===== src/rtl/cardiac_therapy_sequencer.sv =====
// CPR / two-stage adenosine sequencer with persistence-filtered rhythm classification.
// Optional WEIGHT_DOSE_EN macro: weight-scaled dosing instead of fixed dose codes.
module cardiac_therapy_sequencer #(
  parameter int DATA_W      = 8,
  parameter int HR_LOW      = 50,
  parameter int HR_HIGH     = 120,
  parameter int PERSIST     = 4,
  parameter int TICK_DIV    = 1000,
  parameter int DOSE_TICKS  = 2,
  parameter int FLUSH_TICKS = 2,
  parameter int WAIT_TICKS  = 120,
  parameter int DOSE1_MG    = 6,
  parameter int DOSE2_MG    = 12,
  parameter int FLUSH_ML    = 20,
  parameter int DOSE_Q4     = 2
) (
  input  logic              clk,
  input  logic              rst,
  input  logic              sample_valid,
  input  logic [DATA_W-1:0] heart_rate,
  input  logic [DATA_W-1:0] patient_weight,
  output logic              cpr_activate,
  output logic              drug_delivery_activate,
  output logic [DATA_W-1:0] drug_dosage,
  output logic              dose_strobe,
  output logic              alarm,
  output logic [2:0]        state_o
);

  localparam int PW = (TICK_DIV > 1) ? $clog2(TICK_DIV) : 1;

  localparam logic [2:0] S_IDLE    = 3'd0;
  localparam logic [2:0] S_CPR     = 3'd1;
  localparam logic [2:0] S_DOSE1   = 3'd2;
  localparam logic [2:0] S_FLUSH1  = 3'd3;
  localparam logic [2:0] S_WAIT    = 3'd4;
  localparam logic [2:0] S_DOSE2   = 3'd5;
  localparam logic [2:0] S_FLUSH2  = 3'd6;
  localparam logic [2:0] S_LOCKOUT = 3'd7;

  localparam logic [1:0] C_NORM  = 2'd0;
  localparam logic [1:0] C_BRADY = 2'd1;
  localparam logic [1:0] C_TACHY = 2'd2;

  localparam logic [DATA_W-1:0] D1_MG = DATA_W'(DOSE1_MG);
  localparam logic [DATA_W-1:0] D2_MG = DATA_W'(DOSE2_MG);
  localparam logic [DATA_W-1:0] FL_ML = DATA_W'(FLUSH_ML);

  logic [2:0]        state, state_nx;
  logic [1:0]        cls, pcls, conf_cls, last_conf;
  logic [7:0]        pcnt, pcnt_nx;
  logic              confirm, conf_v;
  logic [PW-1:0]     presc;
  logic              tick;
  logic [15:0]       phase_cnt, phase_len;
  logic              phase_done;
  logic [DATA_W-1:0] dose1_cur, dose2_cur, dosage_nx;

  // NOTE: every signal assigned in always_comb gets a default first, so no latch is inferred.
  always_comb begin
    cls = C_NORM;
    if (heart_rate < DATA_W'(HR_LOW))       cls = C_BRADY;
    else if (heart_rate > DATA_W'(HR_HIGH)) cls = C_TACHY;

    pcnt_nx = pcnt;
    if (pcnt == 8'd0 || cls != pcls) pcnt_nx = 8'd1;
    else if (pcnt != 8'hFF)          pcnt_nx = pcnt + 8'd1;
  end

  // Asystole confirms at once; otherwise the count must have reached PERSIST.
  assign confirm = sample_valid && (pcnt_nx >= 8'(PERSIST) || heart_rate == '0);

  // NOTE: sequential state uses non-blocking assignments so all flops update together at the edge.
  always_ff @(posedge clk or posedge rst) begin
    if (rst) begin
      pcls      <= C_NORM;
      pcnt      <= 8'd0;
      conf_v    <= 1'b0;
      conf_cls  <= C_NORM;
      last_conf <= C_NORM;
    end else begin
      conf_v <= 1'b0;
      if (sample_valid) begin
        pcls <= cls;
        pcnt <= pcnt_nx;
        if (confirm) begin
          conf_v    <= 1'b1;
          conf_cls  <= cls;
          last_conf <= cls;
        end
      end
    end
  end

  assign tick = (presc == PW'(TICK_DIV - 1));

  always_comb begin
    phase_len = 16'd0;
    case (state)
      S_DOSE1, S_DOSE2:   phase_len = 16'(DOSE_TICKS);
      S_FLUSH1, S_FLUSH2: phase_len = 16'(FLUSH_TICKS);
      S_WAIT:             phase_len = 16'(WAIT_TICKS);
      default:            phase_len = 16'd0;
    endcase
  end

  assign phase_done = tick && (phase_cnt == phase_len - 16'd1);

  always_comb begin
    logic brady_c, tachy_c, norm_c;
    brady_c  = conf_v && conf_cls == C_BRADY;
    tachy_c  = conf_v && conf_cls == C_TACHY;
    norm_c   = conf_v && conf_cls == C_NORM;
    state_nx = state;
    case (state)
      S_IDLE:    if (brady_c) state_nx = S_CPR; else if (tachy_c) state_nx = S_DOSE1;
      S_CPR:     if (conf_v && !brady_c) state_nx = S_IDLE;
      S_DOSE1:   if (brady_c) state_nx = S_CPR; else if (phase_done) state_nx = S_FLUSH1;
      S_FLUSH1:  if (brady_c) state_nx = S_CPR; else if (phase_done) state_nx = S_WAIT;
      S_WAIT: begin
        if (brady_c)         state_nx = S_CPR;
        else if (norm_c)     state_nx = S_IDLE;
        else if (phase_done) state_nx = (last_conf == C_TACHY) ? S_DOSE2 : S_IDLE;
      end
      S_DOSE2:   if (brady_c) state_nx = S_CPR; else if (phase_done) state_nx = S_FLUSH2;
      S_FLUSH2:  if (brady_c) state_nx = S_CPR; else if (phase_done) state_nx = S_LOCKOUT;
      default:   if (brady_c) state_nx = S_CPR; else if (norm_c) state_nx = S_IDLE;
    endcase
  end

`ifdef WEIGHT_DOSE_EN
  logic [2*DATA_W-1:0] dose_prod, dose_scaled;
  logic [DATA_W-1:0]   dose1_calc, dose1_q;
  logic [DATA_W:0]     dose_dbl;

  assign dose_prod   = {{DATA_W{1'b0}}, patient_weight} * (2*DATA_W)'(DOSE_Q4);
  assign dose_scaled = dose_prod >> 4;
  assign dose1_calc  = (dose_scaled == '0) ? DATA_W'(1) :
                       (dose_scaled > (2*DATA_W)'(DOSE1_MG)) ? D1_MG :
                       dose_scaled[DATA_W-1:0];
  // The weight is sampled on the DOSE1 entry edge; the latched dose feeds dose2 later.
  assign dose1_cur   = (state == S_DOSE1) ? dose1_q : dose1_calc;
  assign dose_dbl    = {dose1_q, 1'b0};
  assign dose2_cur   = (dose_dbl > (DATA_W+1)'(DOSE2_MG)) ? D2_MG : dose_dbl[DATA_W-1:0];

  always_ff @(posedge clk or posedge rst) begin
    if (rst)                                         dose1_q <= '0;
    else if (state_nx == S_DOSE1 && state != S_DOSE1) dose1_q <= dose1_calc;
  end
`else
  logic unused_weight;
  assign unused_weight = ^patient_weight;
  assign dose1_cur     = D1_MG;
  assign dose2_cur     = D2_MG;
`endif

  always_comb begin
    dosage_nx = '0;
    case (state_nx)
      S_DOSE1:            dosage_nx = dose1_cur;
      S_DOSE2:            dosage_nx = dose2_cur;
      S_FLUSH1, S_FLUSH2: dosage_nx = FL_ML;
      default:            dosage_nx = '0;
    endcase
  end

  always_ff @(posedge clk or posedge rst) begin
    if (rst) begin
      state                  <= S_IDLE;
      presc                  <= '0;
      phase_cnt              <= 16'd0;
      cpr_activate           <= 1'b0;
      drug_delivery_activate <= 1'b0;
      drug_dosage            <= '0;
      dose_strobe            <= 1'b0;
      alarm                  <= 1'b0;
    end else begin
      state     <= state_nx;
      presc     <= tick ? '0 : presc + PW'(1);
      if (state_nx != state) phase_cnt <= 16'd0;
      else if (tick)         phase_cnt <= phase_cnt + 16'd1;
      cpr_activate           <= (state_nx == S_CPR);
      drug_delivery_activate <= (state_nx >= S_DOSE1 && state_nx <= S_FLUSH2);
      drug_dosage            <= dosage_nx;
      dose_strobe            <= (state_nx != state) &&
                                (state_nx == S_DOSE1 || state_nx == S_FLUSH1 ||
                                 state_nx == S_DOSE2 || state_nx == S_FLUSH2);
      alarm                  <= (state_nx == S_LOCKOUT);
    end
  end

  assign state_o = state;

endmodule


===== config.mk =====
export PLATFORM = sky130hd
export DESIGN_NAME = cardiac_therapy_sequencer
export DESIGN_NICKNAME = d
export VERILOG_FILES = /design/src/rtl/cardiac_therapy_sequencer.sv
export SDC_FILE = /design/constraint.sdc
export NUM_CORES = 1
export LEC_CHECK = 0
export ABC_CLOCK_PERIOD_IN_PS = 3950
export CAP_MARGIN = 40
export CORE_MARGIN = 1.5
export CORE_UTILIZATION = 45
export DETAILED_ROUTE_END_ITERATION = 8
export PLACE_DENSITY = 0.67
export SYNTH_ARGS = -nofsm -noshare
export SYNTH_HDL_FRONTEND = slang
export SYNTH_SLANG_ARGS = --single-unit

===== constraint.sdc =====
create_clock -name clk -period 3.95 [get_ports clk]
set_clock_uncertainty 0.2 [all_clocks]
set_input_delay 0.5925 -clock clk [delete_from_list [all_inputs] [get_ports clk]]
set_output_delay 0.5925 -clock clk [all_outputs]
set_load 0.05 [all_outputs]

; After elaboration in Yosys (flattened, before gate mapping)
; Index checks and enable logic that the tools add are counted.
[op_classes]
add_sub_neg = 4
magnitude_cmp = 5
n_eq_ne = 19
mux = 29
n_reduce_logical = 22
[op_table]
columns = cell, count
row1 = $mux 3, 17
row2 = $mux 16, 2
row3 = $pmux 3 s7, 1
row4 = $eq 3x3->1 const B, 6
row5 = $add 16x1->16 const B, 1
row6 = $eq 16x16->1, 1
row7 = $logic_not 8->1, 2
row8 = $mux 8, 2
row9 = $sub 16x1->16 const B, 1
row10 = $pmux 5 s3, 1
row11 = $pmux 7 s2, 1
row12 = $eq 3x2->1 const B, 4
row13 = $add 10x1->10 const B, 1
row14 = $eq 10x10->1 const B, 1
row15 = $mux 10, 1
row16 = $add 8x1->8 const B, 1
row17 = $ge 8x3->1 const B, 1
row18 = $gt 8x7->1 const B, 1
row19 = $logic_and 1x1->1, 8
row20 = $lt 8x6->1 const B, 1
row21 = $ne 8x8->1 const B, 1
row22 = $eq 3x1->1 const B, 2
row23 = $logic_or 1x1->1, 5
row24 = $mux 2, 2
row25 = 14 further kinds, 15
[totals]
regBits = 54

; Depth between registers and ports, before layout
[depth]
ltp_word = 15
ltp_mapped = 13
depth_no_buf = 11

; Worst setup path before layout
; Ideal clock, no wire load.
[synth_path]
path_type = register to register
start = register state[0] (netlist: state_o[0])
end = register dose_strobe
setup_time_ps = 119
t_arrival_ps = 3051
path_slack_ps = 580
path_stages_with_launch = 13
n_path_buf = 2
path_cell_list = dfrtp_1 -> buf_2 -> clkbuf_1 -> nor2_1 -> nand2_1 -> ha_1 -> nor4bb_1 -> a211o_1 -> a211oi_4 -> nand3_1 -> a22o_1 -> xor2_2 -> and2_1
[synth_via]
elab_chain_cells = 15
elab_cells_between_ends = 38
cone_classes = add/sub: 1 / eq/ne: 12 / mux: 18 / reduce/logical: 7
[synth_lines]
columns = item, line
row1 = start: declaration, 49  ; logic [2:0] state, state_nx;
row2 = start signal: assignment, 178  ; state <= state_nx;
row3 = $eq 3x3->1 or $eq 3x2->1 (tied branches), "99, 115"
row4 = $reduce_or 4->1 (no line), n/a
row5 = $pmux 7 s2, 99  ; case (state)
row6 = $sub 16x1->16, 107  ; assign phase_done = tick && (phase_cnt == phase_len - 16'd1);
row7 = $eq 16x16->1, 107
row8 = $logic_and 1x1->1, 107
row9 = $mux 3, 123  ; else if (phase_done) state_nx = (last_conf == C_TACHY) ? S_DOSE2 : S_IDLE;
row10 = $mux 3, 122  ; else if (norm_c) state_nx = S_IDLE;
row11 = $mux 3, 121  ; if (brady_c) state_nx = S_CPR;
row12 = $pmux 3 s7, 115  ; case (state)
row13 = $eq 3x2->1, 186  ; (state_nx == S_DOSE1 || state_nx == S_FLUSH1 ||
row14 = $logic_or 1x1->1 (2 in a row), 186
row15 = $logic_or 1x1->1, 187  ; state_nx == S_DOSE2 || state_nx == S_FLUSH2);
row16 = $logic_and 1x1->1 *, 185  ; dose_strobe <= (state_nx != state) &&
row17 = end signal: assignment, 185
row18 = end: declaration, 25  ; output logic dose_strobe,
; Mark *: on every way between the ends. The rest lies on a longest branch, timed or not.
; A chain may end at the register's enable or synchronous reset.

; Worst setup path after layout
[layout_path]
start = register state[2] (netlist: state_o[2])
end = register dose_strobe
; The elaborated chain is that of the path after synthesis.

==> impl_metrics.csv <==
group,metric,value,unit
sta,setup_ws,0.689,ns
synthesis,yosys.area.top_type,"dfrtp_1",
worst_setup_path,cp-start-kind,"register",
die,die_area,6790,µm²
grt,grt_pass1_wl,9630,µm
pwr,power.leakage,0.00143,µW
clock_network,cts_tree,"yes",
finish,drive_above_1_share,6.95,%
synthesis,synth_area_leaders,"dfrtp_1 44%, nor2_1 5.7%, xor2_1 5.6%, nand2_1 3.3%, nand3_1 3.2%",
worst_setup_path,critPathCapture,"dose_strobe$_DFF_PP0_",
worst_setup_path,r2r_start,"state_o[2]$_DFF_PP0_",
die,core-area,5990,µm²
synthesis,ys_ff_latch,50,
worst_setup_path,crit_type,"reg2reg",
pwr,worst_ir_drop_vdd,0.356,mV
sta,finalHoldViolCount,0,
worst_setup_path,setup.worst_path.end_class,"register",
placement,place_congestion,0.837,
clock_network,clk_pin_slew,0.10,ns
synthesis,synth-seq-area-share,44.1,%
placement,dpl_worst_slack,0.717,ns
worst_setup_path,max_stage_delay,0.64,ns
placement,place_area,3110,µm²
worst_setup_path,worst_path_max_delay_cell,"dfrtp_1",
synthesis,netlist.area_leader.share,44.1,%
placement,dp_hpwl,3950,µm
route,drtPass1Iterations,4,
clock_network,clkLatencyLatePin,0.31,ns
clock_network,cts_buffers,5,
synthesis,synth_common_cells,"50 x dfrtp_1, 43 x nor2_1, 25 x nand2_1",
sta,timing.final.crit_share,82.6,%
clock_network,cts_setup_buffers,0,
sta,setup_viol,0,
die,rows,28,
route,avgRoutedWirePerCell,13.5,µm
sta,slew_headroom,62.5,%
sta,timing.fmax,0.307,GHz
sta,period_needed,3.26,ns
sta,final_max_slew_viol_count,0,
worst_setup_path,critPathMaxFanout,17,
synthesis,async_flop_share,100,%
synthesis,ys.flop_type,"dfrtp_1",
finish,fin_nets,355,
die,die_h,82.4,µm
die,io_pins,34,
synthesis,synth.cell_area,2840,µm²
synthesis,synth_cell_types,53,
die,initial_core_util,47.3,%
worst_setup_path,r2r_cells,10,
worst_setup_path,path_delay_family,"simple AND/OR/NAND/NOR gates",
route,drt_wl_total,5500,µm
clock_network,cts_max_level,2,
synthesis,synth_most_common_cell,"dfrtp_1",
synthesis,syn_avg_cell_area,9.12,µm²
route,route.detailed.drc,0,
grt,grt_use_total,18.4,%
worst_setup_path,crit_path_start,"state_o[2]$_DFF_PP0_",
run,maxCapViolations,0,
sta,rsz0062_at_grt,"no",
synthesis,synth_warnings,0,
synthesis,synth_enable_flop_cells,0,
grt,grt_max_degree,38,
finish,finish.utilization,53.8,%
grt,grt_overflow,0,
worst_setup_path,path_cells,"nand3b_1 -> and2_1 -> ha_1 -> or4_1 -> nor3_1 -> a31o_2 -> nand2_1 -> o21ai_0 -> a221o_2 -> and2_1",
die,die_w,82.4,µm
grt,antenna_found_initial,0,
worst_setup_path,regToRegEndpoint,"dose_strobe$_DFF_PP0_",
synthesis,synth_cells,311,
worst_setup_path,cp_common_cell,"and2_1",
finish,area.growth.synth_to_final,13.7,%
worst_setup_path,path_buf_inv,0,
worst_setup_path,worst-r2r-setup-slack,0.69,ns
route,drt_iter0_drc,81,
hold_path,hold_path_class,"reg2reg",
finish,antenna_cells,0,
worst_setup_path,crit_cells,10,
worst_setup_path,cp.required,4.00,ns
clock_network,clk_path_buf_depth,2,
sta,fin_tns_setup,0,ns
finish,fillers,555,
worst_setup_path,crit_arrival,3.31,ns
finish,multi_input_area,1470,µm²
route,antenna_left,0,
clock_network,cts.sink_count,50,
sta,tightest_slew,0.561,ns
route,vias_per_cell,5.48,
clock_network,ctsResizeCount,0,
clock_network,cts_hold_buf,0,
finish,register_area,1250,µm²
clock_network,cts_root_buf,"clkbuf_8",
finish,final_area,3220,µm²
route,vias,2224,
grt,grt_pass1_vias,2160,
run_status,outcome,"finished, final reports clean",
placement,port_buffers,21,
pwr,powerDensity,422,nW/µm²
==> registers in the layout, summed over array words and instances (netlist names), 2 cells and up <==
name         flops
pcls             2
state_o          3
presc           10
last_conf        2
pcnt             8
drug_dosage      4
phase_cnt       16
==> stage by stage <==
stage	hold slack, ns	std cells	power [µW]
floorplan	0.249	314	905
global route	0.324	406	1440
finish	0.293	406	1360
global placement	0.276	397	1000
detailed placement	0.282	398	1010
CTS	0.296	406	1380
==> logic make-up (layout without fill, tap and decap cells) <==
kind of cell	count (synthesis)	after routing	synth area share, %
AO/OA/AOI/OAI	61	61	15.4
buffers and inverters	29	46	4.50
adder cells (fa/ha/maj)	6	6	2.65
other	1	4	0.132
flip-flops	50	50	44.1
multiplexers	3	3	1.15
XOR/XNOR	29	29	9.22
AND/OR/NAND/NOR	132	132	22.8
==> worst min path at each step <==
stage,startpoint,cells after the start,end
6_report,presc[0]$_DFF_PP0_,1,presc[0]$_DFF_PP0_
5_1_grt,presc[8]$_DFF_PP0_,1,presc[8]$_DFF_PP0_
4_1_cts,presc[0]$_DFF_PP0_,1,presc[0]$_DFF_PP0_
3_5_place_dp,presc[0]$_DFF_PP0_,1,presc[0]$_DFF_PP0_
3_3_place_gp,presc[0]$_DFF_PP0_,1,presc[0]$_DFF_PP0_
2_1_floorplan,presc[8]$_DFF_PP0_,1,presc[8]$_DFF_PP0_
==> final cells by class <==
type,instances,share of cell area [%]
inverters,13,1.51
clock inverters,2,1.16
repair buffers,25,7.84
flip-flops and latches,50,38.8
clock buffers,6,2.25
well taps,75,2.91
multi-input cells,235,45.5
==> layer usage <==
metal / share of wire (%) / vias to the layer above / GRT usage (%) / wire length, µm
met5: 0 / - / 0 / 0
met4: 1.2 / 0 / 5.59 / 67
met3: 3.2 / 6 / 3.63 / 177
met2: 49 / 30 / 31.3 / 2710
met1: 46 / 1062 / 23.5 / 2540
li1: - / 1126 / - / -
==> power by group <==
part           total [µW]  switching, µW  leakage [µW]  internal (µW)
Sequential            605           49.5      0.000654            555
Combinational         391            247      0.000721            144
Clock                 363            174     0.0000514            189
Total                1360            470       0.00143            889
==> cell usage in the layout, fill, tap and decap left out, types with 2 or more instances in the layout <==
| master | count |
|---|---|
| and3_1 | 8 |
| a31o_2 | 2 |
| and2_1 | 4 |
| or3_1 | 3 |
| o41ai_1 | 2 |
| a31oi_1 | 5 |
| nand2_1 | 25 |
| xor2_1 | 18 |
| nor4b_1 | 2 |
| nand4_1 | 7 |
| buf_4 | 3 |
| xnor2_1 | 10 |
| nor2b_1 | 5 |
| conb_1 | 4 |
| clkbuf_8 | 5 |
| a21oi_1 | 16 |
| nand3_1 | 18 |
| nor3_1 | 8 |
| a21oi_2 | 2 |
| mux2_2 | 2 |
| nor2_1 | 43 |
| clkdlybuf4s50_1 | 21 |
| dfrtp_1 | 50 |
| or4_1 | 3 |
| inv_1 | 12 |
| ha_1 | 6 |
| a22o_1 | 3 |
| o21ai_0 | 14 |
(Power assumes the default switching activity.)
